===== src/rtl/timestep_scheduler_pkg.sv =====
// Shared types and constants for the SNN timestep scheduler slice.
package snn_sched_pkg;

  localparam int TIMER_W       = 32;
  localparam int DEF_FIRST_GAP = 4000;
  localparam int DEF_STEP_GAP  = 1004;

  typedef enum logic [2:0] {
    IDLE      = 3'd0,
    WAIT_TICK = 3'd1,
    DISPATCH  = 3'd2,
    BUSY      = 3'd3,
    STEP_END  = 3'd4,
    DONE      = 3'd5
  } sched_state_e;

endpackage


===== src/rtl/timestep_scheduler_if.sv =====
// Frame/core handshake bundle between the scheduler and the core array.
// master: the scheduler side; slave: the core array / frame source side.
interface timestep_scheduler_if #(
  parameter int NUM_CORES = 4,
  parameter int NUM_STEPS = 16
);
  localparam int STEP_W = $clog2(NUM_STEPS);

  logic                 input_buffer_empty;
  logic                 abort;
  logic [NUM_CORES-1:0] core_done;
  logic [NUM_CORES-1:0] core_start;
  logic                 tick;
  logic [STEP_W-1:0]    step_idx;
  logic                 busy;
  logic                 complete;
  logic                 overrun;
  logic [15:0]          ovr_count;

  modport master (
    input  input_buffer_empty, abort, core_done,
    output core_start, tick, step_idx, busy, complete, overrun, ovr_count
  );

  modport slave (
    output input_buffer_empty, abort, core_done,
    input  core_start, tick, step_idx, busy, complete, overrun, ovr_count
  );
endinterface


===== src/rtl/timestep_scheduler_step_timer.sv =====
// Loadable, enable-gated down-counter that holds at zero; zero flags expiry.
module step_timer
  import snn_sched_pkg::*;
(
  input  logic               clk,
  input  logic               rst,
  input  logic               load,
  input  logic [TIMER_W-1:0] load_val,
  input  logic               en,
  output logic               zero
);

  logic [TIMER_W-1:0] count_q;

  // load has priority over counting; counting stops at zero
  always_ff @(posedge clk or negedge rst) begin
    if (!rst) begin
      count_q <= '0;
    end else if (load) begin
      count_q <= load_val;
    end else if (en && (count_q != '0)) begin
      count_q <= count_q - 1'b1;
    end
  end

  assign zero = (count_q == '0);

endmodule


===== src/rtl/timestep_scheduler.sv =====
// Frame-level timestep scheduler: ticks timesteps from an internal timer and
// serialises the cores (shared synapse-memory port) within each timestep.
// Optional: define TS_OVERRUN_CNT_EN to build the saturating overrun counter;
// otherwise ovr_count reads 0.
//
// state     | meaning
// ----------+-------------------------------------------------------------
// IDLE      | waiting for a non-empty input buffer
// WAIT_TICK | counting down to the next timestep tick
// DISPATCH  | pulsing core_start for core_idx (tick when core_idx==0)
// BUSY      | waiting for core_done[core_idx]
// STEP_END  | last core finished; advance step or finish the frame
// DONE      | one-cycle complete pulse
module timestep_scheduler
  import snn_sched_pkg::*;
#(
  parameter int NUM_CORES = 4,
  parameter int NUM_STEPS = 16,
  parameter int FIRST_GAP = DEF_FIRST_GAP,
  parameter int STEP_GAP  = DEF_STEP_GAP
) (
  input  logic                   clk,
  input  logic                   rst,
  timestep_scheduler_if.master   bus
);

  localparam int CORE_W = (NUM_CORES > 1) ? $clog2(NUM_CORES) : 1;
  localparam int STEP_W = $clog2(NUM_STEPS);

  localparam logic [CORE_W-1:0]  LAST_CORE  = CORE_W'(NUM_CORES - 1);
  localparam logic [STEP_W-1:0]  LAST_STEP  = STEP_W'(NUM_STEPS - 1);
  localparam logic [TIMER_W-1:0] FIRST_LOAD = TIMER_W'(FIRST_GAP);
  localparam logic [TIMER_W-1:0] STEP_LOAD  = TIMER_W'(STEP_GAP);

  sched_state_e        state_q, state_d;
  logic [CORE_W-1:0]   core_idx_q, core_idx_d;
  logic [STEP_W-1:0]   step_idx_q, step_idx_d;
  logic                tmr_load, tmr_en, tmr_zero, tmr_zero_q;
  logic [TIMER_W-1:0]  tmr_load_val;
  logic                done_sel;
  logic                ovr_pulse;

  step_timer u_step_timer (
    .clk      (clk),
    .rst      (rst),
    .load     (tmr_load),
    .load_val (tmr_load_val),
    .en       (tmr_en),
    .zero     (tmr_zero)
  );

  // only the active core's completion bit matters
  assign done_sel = bus.core_done[core_idx_q];

  // FSM state, sequencing counters and previous-cycle timer flag
  always_ff @(posedge clk or negedge rst) begin
    if (!rst) begin
      state_q    <= IDLE;
      core_idx_q <= '0;
      step_idx_q <= '0;
      tmr_zero_q <= 1'b1;
    end else begin
      state_q    <= state_d;
      core_idx_q <= core_idx_d;
      step_idx_q <= step_idx_d;
      tmr_zero_q <= tmr_zero;
    end
  end

  // next-state, counter updates and timer control
  always_comb begin
    state_d      = state_q;
    core_idx_d   = core_idx_q;
    step_idx_d   = step_idx_q;
    tmr_load     = 1'b0;
    tmr_load_val = STEP_LOAD;
    tmr_en       = 1'b0;

    case (state_q)
      IDLE: begin
        if (!bus.input_buffer_empty) begin
          state_d      = WAIT_TICK;
          step_idx_d   = '0;
          core_idx_d   = '0;
          tmr_load     = 1'b1;
          tmr_load_val = FIRST_LOAD;
        end
      end
      WAIT_TICK: begin
        tmr_en = 1'b1;
        if (tmr_zero) begin
          state_d    = DISPATCH;
          core_idx_d = '0;
          tmr_load   = 1'b1;
        end
      end
      DISPATCH: begin
        tmr_en  = 1'b1;
        state_d = BUSY;
      end
      BUSY: begin
        tmr_en = 1'b1;
        if (done_sel) begin
          if (core_idx_q == LAST_CORE) begin
            state_d = STEP_END;
          end else begin
            core_idx_d = core_idx_q + 1'b1;
            state_d    = DISPATCH;
          end
        end
      end
      STEP_END: begin
        tmr_en = 1'b1;
        if (step_idx_q == LAST_STEP) begin
          state_d = DONE;
        end else begin
          step_idx_d = step_idx_q + 1'b1;
          state_d    = WAIT_TICK;
        end
      end
      DONE: begin
        state_d = IDLE;
      end
      default: begin
        state_d = IDLE;
      end
    endcase

    // abort beats everything, including a same-cycle core completion
    if (bus.abort && (state_q != IDLE)) begin
      state_d    = IDLE;
      core_idx_d = '0;
      step_idx_d = '0;
    end
  end

  // timer expiring before the step's work is finished; WAIT_TICK expiry is normal
  assign ovr_pulse = tmr_zero && !tmr_zero_q &&
                     (state_q inside {DISPATCH, BUSY, STEP_END});

  assign bus.core_start = (state_q == DISPATCH) ? (NUM_CORES'(1) << core_idx_q) : '0;
  assign bus.tick       = (state_q == DISPATCH) && (core_idx_q == '0);
  assign bus.busy       = (state_q != IDLE);
  assign bus.complete   = (state_q == DONE);
  assign bus.step_idx   = step_idx_q;
  assign bus.overrun    = ovr_pulse;

`ifdef TS_OVERRUN_CNT_EN
  logic [15:0] ovr_count_q;

  // saturating overrun tally, cleared only by reset
  always_ff @(posedge clk or negedge rst) begin
    if (!rst) begin
      ovr_count_q <= '0;
    end else if (ovr_pulse && (ovr_count_q != 16'hFFFF)) begin
      ovr_count_q <= ovr_count_q + 1'b1;
    end
  end

  assign bus.ovr_count = ovr_count_q;
`else
  assign bus.ovr_count = 16'h0000;
`endif

endmodule


===== src/flat_wrapper.sv =====
// flat-port wrapper written by rule: the top's interface ports become plain ports
module timestep_scheduler_flat import snn_sched_pkg::*;
#(
  parameter int NUM_CORES = 4,
  parameter int NUM_STEPS = 16,
  parameter int FIRST_GAP = DEF_FIRST_GAP,
  parameter int STEP_GAP  = DEF_STEP_GAP
)
  (clk, rst, bus_input_buffer_empty, bus_abort, bus_core_done, bus_core_start, bus_tick, bus_step_idx, bus_busy, bus_complete, bus_overrun, bus_ovr_count);
  timestep_scheduler_if #(.NUM_CORES(NUM_CORES), .NUM_STEPS(NUM_STEPS)) bus_i ();
  input  logic clk;
  input  logic rst;
  input wire logic [$bits(bus_i.input_buffer_empty)-1:0] bus_input_buffer_empty;
  input wire logic [$bits(bus_i.abort)-1:0] bus_abort;
  input wire logic [$bits(bus_i.core_done)-1:0] bus_core_done;
  output wire logic [$bits(bus_i.core_start)-1:0] bus_core_start;
  output wire logic [$bits(bus_i.tick)-1:0] bus_tick;
  output wire logic [$bits(bus_i.step_idx)-1:0] bus_step_idx;
  output wire logic [$bits(bus_i.busy)-1:0] bus_busy;
  output wire logic [$bits(bus_i.complete)-1:0] bus_complete;
  output wire logic [$bits(bus_i.overrun)-1:0] bus_overrun;
  output wire logic [$bits(bus_i.ovr_count)-1:0] bus_ovr_count;
  assign bus_i.input_buffer_empty = bus_input_buffer_empty;
  assign bus_i.abort = bus_abort;
  assign bus_i.core_done = bus_core_done;
  assign bus_core_start = bus_i.core_start;
  assign bus_tick = bus_i.tick;
  assign bus_step_idx = bus_i.step_idx;
  assign bus_busy = bus_i.busy;
  assign bus_complete = bus_i.complete;
  assign bus_overrun = bus_i.overrun;
  assign bus_ovr_count = bus_i.ovr_count;
  timestep_scheduler #(.NUM_CORES(NUM_CORES), .NUM_STEPS(NUM_STEPS), .FIRST_GAP(FIRST_GAP), .STEP_GAP(STEP_GAP)) u_core (.clk(clk), .rst(rst), .bus(bus_i));
endmodule

===== config.mk =====
export PLATFORM = sky130hd
export DESIGN_NAME = timestep_scheduler_flat
export DESIGN_NICKNAME = d
export VERILOG_FILES = /design/src/rtl/timestep_scheduler_pkg.sv /design/src/rtl/timestep_scheduler_if.sv /design/src/rtl/timestep_scheduler_step_timer.sv /design/src/rtl/timestep_scheduler.sv /design/src/flat_wrapper.sv
export SDC_FILE = /design/constraint.sdc
export NUM_CORES = 1
export LEC_CHECK = 0
export BUFFER_PORTS_ARGS = -buffer_cell sky130_fd_sc_hd__buf_2
export CORE_AREA = 5 5 77 79
export CTS_BUF_LIST = sky130_fd_sc_hd__clkbuf_4 sky130_fd_sc_hd__clkbuf_8
export DETAILED_ROUTE_END_ITERATION = 16
export DIE_AREA = 0 0 82 84
export PLACE_DENSITY = 0.86
export SETUP_SLACK_MARGIN = 0.05
export SYNTH_ARGS = -nofsm -noshare
export SYNTH_HDL_FRONTEND = slang
export SYNTH_SLANG_ARGS = --single-unit
export TNS_END_PERCENT = 50

===== constraint.sdc =====
create_clock -name clk -period 2.2 [get_ports clk]
set_input_delay 0.33 -clock clk [delete_from_list [all_inputs] [get_ports clk]]
set_output_delay 0.33 -clock clk [all_outputs]
set_load 0.05 [all_outputs]

### After elaboration in Yosys (flattened, before gate mapping)

Index checks and enable logic that the tools add are counted.

* add/subtract/negate cells: 3
* reduce and logical (&&, ||, !) cells: 19
* multiply operators: 0
* shifts and indexed selects: 1
* divide/modulo/power cells: 0
* bitwise gates (word level): 0
* eq/ne operators: 12
* $lt $le $gt $ge: 1
* multiplexer cells: 28

Operator list (count)
* 2-to-1 mux 32 bit: 3
* zero test 32 bit: 1
* nonzero test 32 bit: 1
* subtractor 32 x 1 -> 32 bit, second input constant: 1
* 2-to-1 mux 3 bit: 6
* 2-to-1 mux 4 bit: 4
* case mux 3 bit (5 select lines): 1
* 2-to-1 mux 12 bit: 1
* 2-to-1 mux 2 bit: 5
* nonzero test 3 bit: 3
* case mux 4 bit (2 select lines): 1
* == test 3 x 2 -> 1 bit, second input constant: 2
* == test 3 bit, second input constant: 2
* inequality test 3 x 1 -> 1 bit, second input constant: 2
* inequality test 3 bit, second input constant: 2
* case mux 2 bit (3 select lines): 1
* AND reduction 3 bit: 2
* logical AND 1 bit: 5
* AND reduction 5 bit: 1
* adder 4 x 1 -> 4 bit, second input constant: 1
* == test 4 bit, second input constant: 1
* 2-to-1 mux 1 bit: 4
* nonzero test 4 bit: 1
* OR reduction 4 bit: 1
* 12 further kinds: 12

* latch bits: 0
* memory bits (read-only): 0
* register bits after elaboration: 42
* logic and storage cells: 69
* memory bits (writable): 0
* input bits: 8
* output and inout bits: 28
* memories kept: 0

### Logic depth before layout (Yosys ltp)

Gate-level depths: netlist of run 1.

* depth in word-level cells: 6
* gate-level depth with buffers: 10
* depth with buffers taken out: 8

### Modules after synthesis

Synthesis of run 1 repeated with hierarchy kept, for this count alone.

* cells, all modules: 341
* area, all modules: 2999.1 um^2

By module, submodules not included
* step_timer: seq. area each 800.8 um^2, instances 1, area an instance 2067.0 um^2, cells each 234
* timestep_scheduler: seq. area each 251.5 um^2, instances 1, area an instance 932.1 um^2, cells each 107

### Worst setup path after synthesis of run 1

OpenSTA, ideal clock, no wires.

* path type: flip-flop to output port
* start point: register u_core.u_step_timer.count_q[0]
* end point: output port bus_overrun
* cell stages (with the launch flop): 7
* data required time: 1.870 ns
* buffers on the path: 0
* arrival: 2.763 ns
* setup slack: -0.893 ns
* path through: dfrtp_1 inv_1 ha_1 nor3b_1 nand3_2 or3_4 nor3b_1

* cells in the longest elaborated chain, start to end: 3

Ends and longest elaborated chain
* start: declaration: RTL line timestep_scheduler_step_timer.sv:13 `logic [TIMER_W-1:0] count_q;`
* start signal: assignment: RTL line timestep_scheduler_step_timer.sv:20 `count_q <= load_val;`
* start signal: assignment: RTL line timestep_scheduler_step_timer.sv:22 `count_q <= count_q - 1'b1;`
* zero test 32 bit: RTL line timestep_scheduler_step_timer.sv:26 `assign zero = (count_q == '0);`
* logical AND 1 bit (2 in a row): RTL line timestep_scheduler.sv:138 `assign ovr_pulse = tmr_zero && !tmr_zero_q &&`
* end: declaration: RTL line flat_wrapper.sv:21 `output wire logic [$bits(bus_i.overrun)-1:0] bus_overrun;`

No other way between the ends.

### Final worst setup path of run 1

* start point: register u_core.u_step_timer.count_q[27]
* end point: output port bus_overrun

The elaborated chain is that of the path after synthesis.

==> impl_summary.md, run 1 <==
Pwr
The share of power burned in combinational logic is 0.516. Across the VDD grid, the largest voltage drop is 0.000547 V. The power dissipated by switching net loads is 1.27 mW. Of the total power, the clock network draws 0.173. Of the total power, the share spent switching nets is 0.410. After layout, the design draws a total of 3.09 mW. The internal cell power is 1.82 mW. The static leakage is 1.74 nW. The share of total power dissipated in sequential elements is 0.311. The cell area power density is 813 nW/um2.

Drt
The routed layout has 2639 vias. After detailed routing, the average wire length per cell comes to 17.4 um. The pre-antenna-repair detailed-routing pass consisted of 4 iterations. The remaining antenna violation count is 0.

The routed wire length is 7950 um. In the routed design, unresolved DRC markers number 0. The count of routing violations after the opening detailed-route iteration is 169. The ratio of routed vias to standard cells is 5.79.

Setup path
For the worst setup path, the data arrival time is 2.07 ns. The startpoint type of the worst setup path is a flop. Walking the worst path, the cells encountered are nor4_4, nand4b_4, or3_4, nor3b_4, buf_6.

The slowest stage of the critical path is the sky130_fd_sc_hd__or3_4 cell. The path depth of the worst reg2reg path is 8. The number of buffers and inverters on the critical path is 1. The maximum net fanout on the critical path is 2. The critical path class is flop to output pin. The kind of cell with the highest combined delay along the critical path is simple AND/OR/NAND/NOR gates.

The cell depth of the worst setup path is 5. Data on the critical path is required at its endpoint by 1.87 ns. The critical path endpoint category is an output pin.

In this design, the stage delay of the slowest critical-path cell is 0.44 ns.

Clocking
TritonCTS built the clock tree. In this run the clock root is driven by a sky130_fd_sc_hd__clkbuf_8. The number of hold buffers added after CTS is 0. The clock latency on the worst-skew pair is 0.31 ns. The clock tree buffer depth is 2. Clock-pin slew was measured on the worst setup and hold paths at 0.07 ns. In this run the number of H-tree levels came out at 2.

The clock sink count is 42. The number of buffers created by CTS is 5.

Synthesis
For this run, the register share of the synthesized area comes to 0.389. The gate count after technology mapping is 293. Of all flip-flops after synthesis, the portion carrying an async set or reset was 1.00. Sorting the synthesized cells by how often they occur yields sky130_fd_sc_hd__dfrtp_1 (41), sky130_fd_sc_hd__nor2_1 (31), sky130_fd_sc_hd__nand2_1 (23), sky130_fd_sc_hd__buf_4 (18), sky130_fd_sc_hd__nor3_1 (16). The mean instance size in the synthesized netlist is 9.24 um2.

The count of warnings emitted by yosys is 0. Of the post-synthesis cell area, the dominant cell type holds 0.379. By instance count, the leading cell after synthesis is sky130_fd_sc_hd__dfrtp_1. The number of synthesized flops with an enable pin is 0. The number of unique standard cell types used by synthesis is 53. The cell area that synthesis handed to floorplanning was 2710 um2. Among all flip-flop cells after synthesis, the most frequent one is sky130_fd_sc_hd__dfrtp_1. Yosys attributes the largest share of cell area to sky130_fd_sc_hd__dfrtp_1 (38%), sky130_fd_sc_hd__buf_4 (5.0%), sky130_fd_sc_hd__nor2_1 (4.3%).

In this run, synthesis produced a sequential element count of 42. The biggest area consumer among synthesized cells is sky130_fd_sc_hd__dfrtp_1.

Timing
The final worst hold slack is -0.0154 ns. For the finished layout, the period the worst path requires is 2.40 ns. Derived from the worst setup path, the maximum achievable clock frequency is 417 MHz. The post-layout worst setup margin is -0.199 ns. Setup repair after global routing could not meet its margin everywhere. The final critical-path share of the clock period is 1.09. The max-slew violation count was 0.

The largest clock skew in the final design is 0.00687 ns. The hold violation total from the final report is 11. Setup violations remaining at the end of the flow were counted as 9.

Floorplanning
The die area is 6890 um2. The count of boundary I/O pins is 36. The die outline width is 82 um. The starting density of the core is 0.514. The die is 84 um tall. The floorplan has 27 rows. The core region area is 5270 um2.

Global routing
The layer flagged by global routing as most heavily used is met2. The first global-routing pass estimated 11000 um of wire. For this run, global-route usage on met3 was measured as 0.0410.

For this run, global-route usage on met1 was measured as 0.254. The maximum number of pins on one net before global-route repair is 43. The met2 usage is 0.350.

Summed over all layers, the global routing overflow is 0. In the global route stage, overall resource usage came out at 0.204. The number of global-route vias before repair came to 2363.

The number of antenna violations at the first check in global routing was 0.

Finish
The post-layout net count is 397. The diode insertion count for antenna repair is 0. The total non-filler cell area in the finished layout is 3800 um2. Fill cells in the final layout number 345. The synthesis-to-finish area growth is 40.3%. In the final layout, the share of cells above drive strength 1 is 0.404.

Outcome
The checks that failed: hold timing, setup timing. The flow ran to the end, but the final reports show violations.

Placement
The pre-CTS worst setup slack is 0.0329 ns. The placer's final routability congestion estimate is 0.829. Buffers placed on the I/O ports in this run total 19. The post-detailed-placement cell area is 3120 um2. The HPWL after detailed placement is 4500 um.

Job
The max-capacitance violation count is 0.

Hold path
The path category of the worst min-delay check is input pin to asynchronous set/reset pin.
## final cells by class
cell class,instances,area (um2),area share
Inverter,10,37.5,0.00988
Clock buffer,7,90.1,0.0237
Timing Repair Buffer,93,762,0.201
Sequential cell,42,1050,0.277
Multi-Input combinational cell,231,1760,0.463
Clock inverter,1,5.00,0.00132
Tap cell,72,90.1,0.0237
## metrics by stage
stage,util,std cells,setup TNS (ns),hold slack [ns]
after global routing,0.721,456,-1.86,0.0168
final,0.721,456,-0.727,-0.0154
after CTS,0.639,434,-0.147,0.00538
after detailed placement,0.593,415,0,0.327
after global placement,0.593,415,0,0.323
after floorplan,-,308,-0.0989,0.0344
## state kept, by name, summed over array words and instances, names as in the netlist
register and flops:
u_core.state_q 3, u_core.tmr_zero_q 1, u_core.bus.step_idx 4, u_core.u_step_timer.count_q 32, u_core.core_idx_q 2
## repair_timing
action                                  in CTS  in global routing
resized for setup                           15                 51
cloned                                       0                  1
pin swaps                                   12                 26
setup buffers                               11                 22
endpoints found under the setup margin       6                 36
## power groups by stage
stage	Clock [mW]	Combinational (mW)	Sequential, mW
after floorplan	0	0.830	0.987
after global placement	0	1.18	0.962
after detailed placement	0	1.21	0.970
after CTS	0.544	1.31	0.952
after global routing	0.579	1.71	0.977
final	0.533	1.59	0.961
## worst reg2reg max path, cell delays in order (launching register included)
cell                       delay (ns)
sky130_fd_sc_hd__dfrtp_1         0.42
sky130_fd_sc_hd__nor4_4          0.38
sky130_fd_sc_hd__nand4b_4        0.16
sky130_fd_sc_hd__or3_4           0.44
sky130_fd_sc_hd__buf_4           0.15
sky130_fd_sc_hd__buf_6           0.11
sky130_fd_sc_hd__a211o_1         0.34
sky130_fd_sc_hd__nor3_2          0.18
sky130_fd_sc_hd__a21o_1          0.10
## worst paths after layout
| check | from | end | slack [ns] |
|---|---|---|---|
| min in group clk | bus_abort | u_core.state_q[2] | 0.44 |
| max in group asynchronous | rst | u_core.tmr_zero_q | 1.96 |
| max | u_core.u_step_timer.count_q[27] | bus_overrun | -0.20 |
| max reg2reg | u_core.u_step_timer.count_q[27] | u_core.core_idx_q[0] | -0.13 |
| min reg2reg | u_core.bus.step_idx[3] | u_core.bus.step_idx[3] | 0.52 |
| min | rst | u_core.core_idx_q[1] | -0.02 |
## metal layers
metal | vias to the layer above | wire length [um]
met5 | - | 0
met4 | 0 | 249
met3 | 24 | 448
met2 | 119 | 4140
met1 | 1300 | 3110
li1 | 1196 | -
## cell usage in the layout, fill, tap and decap left out, types with 6 or more instances in the layout
cell type                  count
sky130_fd_sc_hd__nor2_1       29
sky130_fd_sc_hd__buf_6         9
sky130_fd_sc_hd__o31ai_1       7
sky130_fd_sc_hd__buf_4        60
sky130_fd_sc_hd__buf_2        14
sky130_fd_sc_hd__nor4_4        9
sky130_fd_sc_hd__o21ai_0      13
sky130_fd_sc_hd__nand2b_1      7
sky130_fd_sc_hd__inv_1        10
sky130_fd_sc_hd__nor3_2        6
sky130_fd_sc_hd__or3_1         8
sky130_fd_sc_hd__conb_1       16
sky130_fd_sc_hd__clkbuf_8      6
sky130_fd_sc_hd__a21oi_1      10
sky130_fd_sc_hd__xnor2_1       9
sky130_fd_sc_hd__nand2_1      20
sky130_fd_sc_hd__nor3_1       10
sky130_fd_sc_hd__dfrtp_1      40
## logic make-up (layout without fill, tap and decap cells)
kind of cell,Yosys count,in the layout,share of synthesized area
flip-flops,42,42,0.389
AND/OR/NAND/NOR,137,137,0.305
multiplexers,1,1,0.00832
buffers and inverters,35,111,0.0786
XOR/XNOR,14,14,0.0453
AO/OA/AOI/OAI,57,57,0.145
other,1,16,0.00138
adder cells (fa/ha/maj),6,6,0.0277
(Power assumes the default switching activity.)
==> run 2: changes to the inputs <==
--- a/config.mk
+++ b/config.mk
@@ -6,12 +6,15 @@
 export NUM_CORES = 1
 export LEC_CHECK = 0
 export BUFFER_PORTS_ARGS = -buffer_cell sky130_fd_sc_hd__buf_2
-export CORE_AREA = 5 5 77 79
+export CELL_PAD_IN_SITES_DETAIL_PLACEMENT = 1
+export CELL_PAD_IN_SITES_GLOBAL_PLACEMENT = 2
+export CORE_AREA = 5 5 97 99
 export CTS_BUF_LIST = sky130_fd_sc_hd__clkbuf_4 sky130_fd_sc_hd__clkbuf_8
 export DETAILED_ROUTE_END_ITERATION = 16
-export DIE_AREA = 0 0 82 84
-export PLACE_DENSITY = 0.86
+export DIE_AREA = 0 0 102 104
+export PLACE_DENSITY = 0.85
 export SETUP_SLACK_MARGIN = 0.05
+export SKIP_CTS_REPAIR_TIMING = 1
 export SYNTH_ARGS = -nofsm -noshare
 export SYNTH_HDL_FRONTEND = slang
 export SYNTH_SLANG_ARGS = --single-unit
==> impl_summary.md, run 2 (synthesized netlist as in run 1, its figures left out) <==
Outcome
The checks that failed: setup timing. The run finished, with violations left.

Hold path
The path category of the worst min-delay check is input pin to asynchronous set/reset pin.

Pwr
The largest voltage drop on the vdd net is 0.000248 V (-55%). The share of power burned in combinational logic was 0.504 (-0.012). The switching share of total power is 0.412 (+0.00227). The static leakage came to 1.69 nW (-2.7%). The cell area power density is 838 nW/um2 (+3.1%). The share of total power in the clock network is 0.177 (+0.004). The internal cell power is 1.80 mW (-1.0%).

The sequential share of power came to 0.319 (+0.008). The power dissipated by switching net loads was 1.27 mW (about the same). The overall power came to 3.07 mW (-0.63%).

Floorplanning
The starting density of the core came to 0.320 (-0.194). The height of the die is 104 um (+24%). The count of boundary I/O pins was 36 (unchanged). The die area is 10600 um2 (+54%). The core region area is 8470 um2 (+61%). The placement row count is 34 (+26%). The die outline width was 102 um (+24%).

Finish
The register cell area after layout is 1050 um2 (unchanged). The fill cell total of the finished layout is 984 (+190%). The total non-filler cell area in the finished layout is 3660 um2 (-3.6%). The multi-input gate area in the final layout is 1650 um2 (-6.4%). The share of the core filled with cells is 0.432 (-0.288). The number of flip-flops in the largest register is 32 (unchanged). From synthesis to final layout, the design area changed by 35.2%. The commonest non-fill, non-tap cell in the layout is sky130_fd_sc_hd__buf_4. More flip-flops sit in one register than any other, and that register is u_core.u_step_timer.count_q. The filler-free cell count of the finished design was 486 (+6.6%). The top cell types in the final layout, fill and taps aside, are sky130_fd_sc_hd__buf_4 (60), sky130_fd_sc_hd__dfrtp_1 (40), sky130_fd_sc_hd__nor2_1 (29). The post-layout net count is 391 (-1.5%). The diode insertion count for antenna repair is 0 (unchanged). The share of final-layout standard cells stronger than drive strength 1 came to 0.349 (-0.0544).

Placement
The post-detailed-placement cell area came to 3220 um2 (+3.0%). The pre-CTS worst setup slack came to -0.0499 ns (-0.0829 ns). The placed wire-length estimate after detailed placement is 5250 um (+17%). The placer's final routability congestion estimate is 0.775 (-6.5%). The count of buffers inserted at the top-level ports is 19 (unchanged).

The placed cell count is 456 (+9.9%).

Timing
The total negative setup slack is -1.16 ns (-0.435 ns). The post-layout worst setup margin is -0.182 ns (+0.0176 ns). The final critical-path share of the clock period is 1.08 (-0.00798). The minimum period implied by the final worst setup slack was 2.38 ns (-0.0176 ns). Measured against its own limit, the worst slew margin works out to 0.625. The max-slew violation count is 0 (unchanged). The hold violation total from the final report is 0 (-11).

At the pin with the least slew margin, the transition time is 0.562 ns. The largest clock skew in the final design is 0.00854 ns (+0.00167 ns). Setup repair after global routing could not meet its margin everywhere.

The achievable clock frequency was 420 MHz (+0.74%). The final worst hold slack came to 0.108 ns (+0.123 ns). The final count of negative-setup-slack endpoints came to 19 (+10).

Setup path
For this design, the slowest cell found on the critical path is sky130_fd_sc_hd__dfrtp_1. The worst endpoint required time is 1.87 ns (about the same). The setup path with the least slack is of type flop to output pin. The maximum net fanout on the critical path is 3 (+1). In this run the worst setup path begins at u_core.u_step_timer.count_q[20]. The critical path goes through nor4_4, nand4b_4, or3_4, nor3b_4, buf_6. STA classifies the critical path endpoint as an output pin. The worst setup path is launched from a flop. The longest individual stage delay on the worst path came to 0.43 ns (about the same).

The data arrival time of the worst path came to 2.05 ns (-0.02 ns). The beginning of the worst register-to-register path is u_core.u_step_timer.count_q[0].

Global routing
The maximum number of pins on one net before global-route repair came to 43 (unchanged). The global-route wire length before repair was 11800 um (+6.7%). The number of antenna violations at the first check in global routing is 0 (unchanged).

The number of global-route vias before repair came to 2430 (+2.8%). The combined global-route utilization of all metal layers is 0.135 (-0.0685). The final global-route overflow total is 0 (unchanged).

Drt
The final routed DRC violation total is 0 (unchanged). The remaining antenna violation count is 0 (unchanged). The number of vias after detailed routing is 2509 (-4.9%).

The count of routing violations after the opening detailed-route iteration is 73 (-57%). The ratio of routed vias to standard cells was 5.16 (-11%). The number of detailed-routing iterations run before antenna repair is 4 (unchanged).

The routed wire length was 8020 um (+0.79%). The routed length per instance is 16.5 um (-5.4%).

Clocking
The tree is rooted in a sky130_fd_sc_hd__clkbuf_8. The deepest level of the CTS H-tree is 2 (unchanged). The clock transition time at the flip-flop clock pins of the worst setup and hold paths is 0.08 ns (about the same).

The clock tree buffer depth came to 2 (unchanged). TritonCTS built the clock tree. The clock latency on the worst-skew pair is 0.30 ns (about the same). The clock sink count is 42 (unchanged). The number of buffers created by CTS came to 5 (unchanged).

Job
The max-capacitance violation count came to 0 (unchanged).
run 2: cell type report:
type                            count  area share
Clock buffer                        7      0.0246
Clock inverter                      1     0.00137
Inverter                           10      0.0103
Multi-Input combinational cell    231       0.450
Sequential cell                    42       0.288
Tap cell                          108      0.0369
Timing Repair Buffer               87       0.189
run 2: routing by layer:
layer / vias to the layer above / GRT usage / part of all wire
li1: 1190 / - / -
met1: 1254 / 0.171 / 0.43
met2: 56 / 0.239 / 0.52
met3: 9 / 0.0221 / 0.037
met4: 0 / 0.0281 / 0.013
met5: - / 0 / 0
run 2: power by group through the flow:
stage | logic (mW) | registers [mW] | clock network [mW]
detailed placement | 1.28 | 0.984 | 0
CTS | 1.29 | 0.972 | 0.556
floorplan | 0.830 | 0.987 | 0
finish | 1.55 | 0.978 | 0.542
global placement | 1.24 | 0.972 | 0
global route | 1.67 | 0.992 | 0.576
run 2: critical path: cells and delay by family (launching register included):
family	cells	cell delay (ns)
flops	1	0.43
simple gates	4	1.14
buf+inv	1	0.18
run 2: worst paths after layout:
| path | endpoint | slack (ns) | cells after the start |
|---|---|---|---|
| worst max-delay path | bus_overrun | -0.18 | 5 |
| worst min-delay path | u_core.u_step_timer.count_q[7] | 0.11 | 2 |
| worst max register to register | u_core.u_step_timer.count_q[17] | -0.17 | 12 |
| worst min register to register | u_core.bus.step_idx[3] | 0.54 | 1 |
| max in group asynchronous | u_core.u_step_timer.count_q[14] | 1.69 | 2 |
| min in group clk | u_core.state_q[2] | 0.47 | 4 |
==> run 3: changes to the inputs <==
--- a/config.mk
+++ b/config.mk
@@ -8,14 +8,16 @@
 export BUFFER_PORTS_ARGS = -buffer_cell sky130_fd_sc_hd__buf_2
 export CELL_PAD_IN_SITES_DETAIL_PLACEMENT = 1
 export CELL_PAD_IN_SITES_GLOBAL_PLACEMENT = 2
-export CORE_AREA = 5 5 97 99
+export CORE_AREA = 5 5 102 104
 export CTS_BUF_LIST = sky130_fd_sc_hd__clkbuf_4 sky130_fd_sc_hd__clkbuf_8
 export DETAILED_ROUTE_END_ITERATION = 16
-export DIE_AREA = 0 0 102 104
+export DIE_AREA = 0 0 107 109
 export PLACE_DENSITY = 0.85
+export RECOVER_POWER = 25
 export SETUP_SLACK_MARGIN = 0.05
 export SKIP_CTS_REPAIR_TIMING = 1
 export SYNTH_ARGS = -nofsm -noshare
 export SYNTH_HDL_FRONTEND = slang
+export SYNTH_HIERARCHICAL = 1
 export SYNTH_SLANG_ARGS = --single-unit
 export TNS_END_PERCENT = 50
==> impl_summary.md, run 3 <==
Outcome
The run finished, with violations left. The checks that failed: setup timing.

Setup path
The critical path class is flop to output pin. Traced cell by cell, the critical path runs through inv_1, ha_4, nor4b_4, and3_4, and3_4, buf_8, nor3b_4, buf_6. The critical register-to-register path endpoint is u_core/u_step_timer/count_q[27].

The startpoint type of the worst setup path is a flop. By instance count, the cell type seen most on the critical path is sky130_fd_sc_hd__and3_4. The slowest stage of the critical path belongs to the cell sky130_fd_sc_hd__dfrtp_1. The worst endpoint required time is 1.87 ns (about the same). The data arrival time of the worst path came to 2.16 ns (+0.11 ns).

Among cell families on the critical path, the largest total delay comes from simple AND/OR/NAND/NOR gates. The beginning of the worst register-to-register path is u_core/u_step_timer/count_q[0]. The path depth of the worst reg2reg path was 11 (-1).

The reg-to-reg setup timing slack is -0.28 ns (-0.11 ns). The worst setup path is captured at an output pin. The sum of buffers and inverters on the critical path is 3 (+2). The maximum net fanout on the critical path was 4 (+1). The longest individual stage delay on the worst path was 0.40 ns (-0.03 ns).

Timing
The transition time at the pin with the least slew margin is 1.16 ns (+0.596 ns). The max-slew violation count is 0 (unchanged). The largest clock skew in the final design came to 0.0123 ns (+0.00381 ns). The remaining max-slew budget at the tightest pin is 0.228 (-0.398). The hold violation total from the final report is 0 (unchanged).

The final critical-path share of the clock period is 1.13 (+0.0478). The post-layout worst setup margin came to -0.287 ns (-0.105 ns). The final count of negative-setup-slack endpoints is 33 (+14). The minimum period implied by the final worst setup slack is 2.49 ns (+0.105 ns). Setup repair after global routing could not meet its margin everywhere. The achievable clock frequency was 402 MHz (-4.2%).

Drt
The routed wire length is 10600 um (+33%). The routed length per instance is 18.1 um (+9.9%). The remaining antenna violation count was 0 (unchanged). The wire length on met2 is 5690 um (+37%). The routed length on met3 is 341 um (+16%). The highest layer touched by signal routing is met4. The post-route met1 wirelength was 4500 um (+30%). The ratio of routed vias to standard cells came to 5.24 (+1.5%). The number of detailed-routing iterations run before antenna repair is 5 (+1).

The final routed DRC violation total is 0 (unchanged). The number of vias after detailed routing is 3071 (+22%). The count of routing violations after the opening detailed-route iteration is 140 (+92%).

Finish
The register cell area after layout is 1050 um2 (-0.12%). The commonest non-fill, non-tap cell in the layout is sky130_fd_sc_hd__buf_4. The number of flip-flops in the largest register is 32 (unchanged).

The share of final-layout standard cells stronger than drive strength 1 is 0.367 (+0.0173). More flip-flops sit in one register than any other, and that register is u_core/u_step_timer/count_q. The post-layout net count is 485 (+24%).

The filler-free cell count of the finished design is 586 (+21%). The synthesis-to-finish area growth is 45.6%. The total non-filler cell area in the finished layout is 4370 um2 (+19%). In the layout the commonest cells are sky130_fd_sc_hd__buf_4 (77), sky130_fd_sc_hd__conb_1 (43), sky130_fd_sc_hd__dfrtp_1 (41). The multi-input gate area in the final layout is 2060 um2 (+25%). The fill cell total of the finished layout came to 1094 (+11%). The diode insertion count for antenna repair is 0 (unchanged).

Synthesis
The biggest area consumer among synthesized cells is sky130_fd_sc_hd__dfrtp_1. The mean instance size in the synthesized netlist was 8.80 um2 (-4.8%). The number of unique standard cell types used by synthesis is 69 (+30%). The commonest cells after synthesis are sky130_fd_sc_hd__dfrtp_1 (41), sky130_fd_sc_hd__nor2_1 (31), sky130_fd_sc_hd__nand2_1 (27), sky130_fd_sc_hd__o21ai_0 (18). The number of synthesized register bits came to 42 (unchanged). The gate count after technology mapping is 341 (+16%). The count of warnings emitted by yosys is 6 (+6). The register area share after synthesis came to 0.351 (-0.0378). The share of synthesized registers carrying an async set or reset is 1.00 (unchanged). The number of synthesized flops with an enable pin came to 0 (unchanged). The leading cell type by number of instances after synthesis is sky130_fd_sc_hd__dfrtp_1. In the post-synthesis netlist, the biggest area contributors are sky130_fd_sc_hd__dfrtp_1 (34%), sky130_fd_sc_hd__buf_4 (4.3%), sky130_fd_sc_hd__nor2_1 (3.9%). The netlist area before placement is 3000 um2 (+11%). The top cell type's share of synthesized area is 0.342 (-0.0368). For this run, the leading register cell type out of synthesis is sky130_fd_sc_hd__dfrtp_1.

Pwr
The largest voltage drop on the vdd net is 0.000293 V (+18%). The internal cell power was 1.85 mW (+2.8%). The static leakage is 1.88 nW (+11%).

The switching share of total power came to 0.384 (-0.0287). The share of power burned in combinational logic came to 0.480 (-0.024). The share of total power in the clock network is 0.175 (-0.002).

The sequential share of power is 0.345 (+0.026). The cell area power density is 689 nW/um2 (-18%). The power dissipated by switching net loads is 1.15 mW (-8.8%).

Clocking
The number of buffers created by CTS is 5 (unchanged). The deepest level of the CTS H-tree is 2 (unchanged). The clock transition time at the flip-flop clock pins of the worst setup and hold paths is 0.09 ns (about the same).

The root buffer cell chosen for the clock tree is sky130_fd_sc_hd__clkbuf_8. TritonCTS built the clock tree. The clock sink count was 42 (unchanged). The clock tree buffer depth is 2 (unchanged). The clock latency on the worst-skew pair came to 0.31 ns (about the same).

Floorplanning
The starting density of the core is 0.317 (-0.00277). The die outline width is 107 um (+4.9%). The placement row count came to 36 (+5.9%). The count of boundary I/O pins is 36 (unchanged). The height of the die was 109 um (+4.8%). The die area is 11700 um2 (+9.9%). The core region area is 9460 um2 (+12%).

Global routing
The number of global-route vias before repair is 2971 (+22%). The final global-route overflow total is 0 (unchanged). The number of antenna violations at the first check in global routing is 0 (unchanged). The global-route wire length before repair came to 14400 um (+23%). The combined global-route utilization of all metal layers is 0.154 (+0.0184).

The maximum number of pins on one net before global-route repair was 43 (unchanged).

Placement
The count of buffers inserted at the top-level ports is 19 (unchanged). The post-detailed-placement cell area is 3780 um2 (+18%). The placer's final routability congestion estimate came to 0.843 (+8.8%). The placed wire-length estimate after detailed placement is 6560 um (+25%).

The pre-CTS worst setup slack is -0.234 ns (-0.184 ns). The placed cell count was 555 (+22%).

Job
The max-capacitance violation count is 0 (unchanged).

Hold path
The tightest min-delay check is of the input pin to asynchronous set/reset pin type.
[run 3: cell types whose count changed after synthesis, moves of 6 or more]
cell                       before  now
sky130_fd_sc_hd__o41ai_1        1    7
sky130_fd_sc_hd__a31oi_1        2   16
sky130_fd_sc_hd__a21oi_1       11    4
sky130_fd_sc_hd__clkbuf_1       1   12
sky130_fd_sc_hd__nand4_1        3   10
[run 3: power groups by stage]
stage / clock [mW] / combinational (mW) / sequential (mW)
finish: 0.525 / 1.44 / 1.04
global route: 0.566 / 1.55 / 1.06
CTS: 0.532 / 1.14 / 1.02
detailed placement: 0 / 1.13 / 1.04
global placement: 0 / 1.10 / 1.03
floorplan: 0 / 0.590 / 1.08
[run 3: logic make-up after synthesis]
| family | after synthesis | share of synthesized area |
|---|---|---|
| and+or+nand+nor | 151 | 0.290 |
| AOI/OAI and AO/OA | 80 | 0.190 |
| buffers and inverters | 44 | 0.0905 |
| DFF | 42 | 0.351 |
| xor gates and xnor gates | 11 | 0.0321 |
| adders and majority gates | 6 | 0.0250 |
| muxes | 5 | 0.0188 |
| other | 2 | 0.00250 |
[run 3: final cells by class]
type                            instances  share of cell area
Clock buffer                            6              0.0175
Clock inverter                          2             0.00229
Inverter                                9             0.00831
Multi-Input combinational cell        297               0.471
Sequential cell                        42               0.241
Tap cell                              114              0.0327
Timing Repair Buffer                  116               0.227
[run 3: how the worst max path moves through the flow]
stage | from | to | slack [ns] | cells after the start
2_1_floorplan | u_core/u_step_timer/count_q[13] | u_core/u_step_timer/count_q[27] | -0.36 | 10
5_1_grt | u_core/u_step_timer/count_q[0] | u_core/u_step_timer/count_q[25] | -0.37 | 7
6_report | u_core/u_step_timer/count_q[0] | bus_overrun | -0.29 | 8
3_5_place_dp | u_core/u_step_timer/count_q[24] | u_core/u_step_timer/count_q[27] | -0.23 | 6
3_3_place_gp | u_core/u_step_timer/count_q[24] | u_core/u_step_timer/count_q[27] | -0.20 | 6
4_1_cts | u_core/u_step_timer/count_q[1] | bus_overrun | -0.52 | 8
[run 3: metrics by stage]
step,setup TNS [ns],power [mW],hold WS (ns),utilization
after detailed placement,-4.15,2.17,0.459,0.400
after CTS,-6.87,2.70,0.125,0.409
final,-4.36,3.01,0.323,0.462
after global placement,-2.03,2.13,0.461,0.400
after floorplan,-8.61,1.67,0.0344,-
after global routing,-6.83,3.18,0.328,0.462
[run 3: per-layer routing]
layer,vias to the layer above,global-route usage
met1,1514,0.184
met5,-,0
met3,9,0.0213
met2,66,0.294
met4,0,0.0301
li1,1482,-
[run 3: worst reg2reg max path, stage by stage, from the launching register on]
cell	delay, ns
sky130_fd_sc_hd__dfrtp_1	0.40
sky130_fd_sc_hd__inv_1	0.10
sky130_fd_sc_hd__ha_4	0.14
sky130_fd_sc_hd__nor4b_4	0.26
sky130_fd_sc_hd__and3_4	0.26
sky130_fd_sc_hd__and3_4	0.21
sky130_fd_sc_hd__a21oi_2	0.07
sky130_fd_sc_hd__nor3_4	0.26
sky130_fd_sc_hd__buf_6	0.16
sky130_fd_sc_hd__nor2_1	0.05
sky130_fd_sc_hd__a32o_1	0.25
sky130_fd_sc_hd__a31o_2	0.21
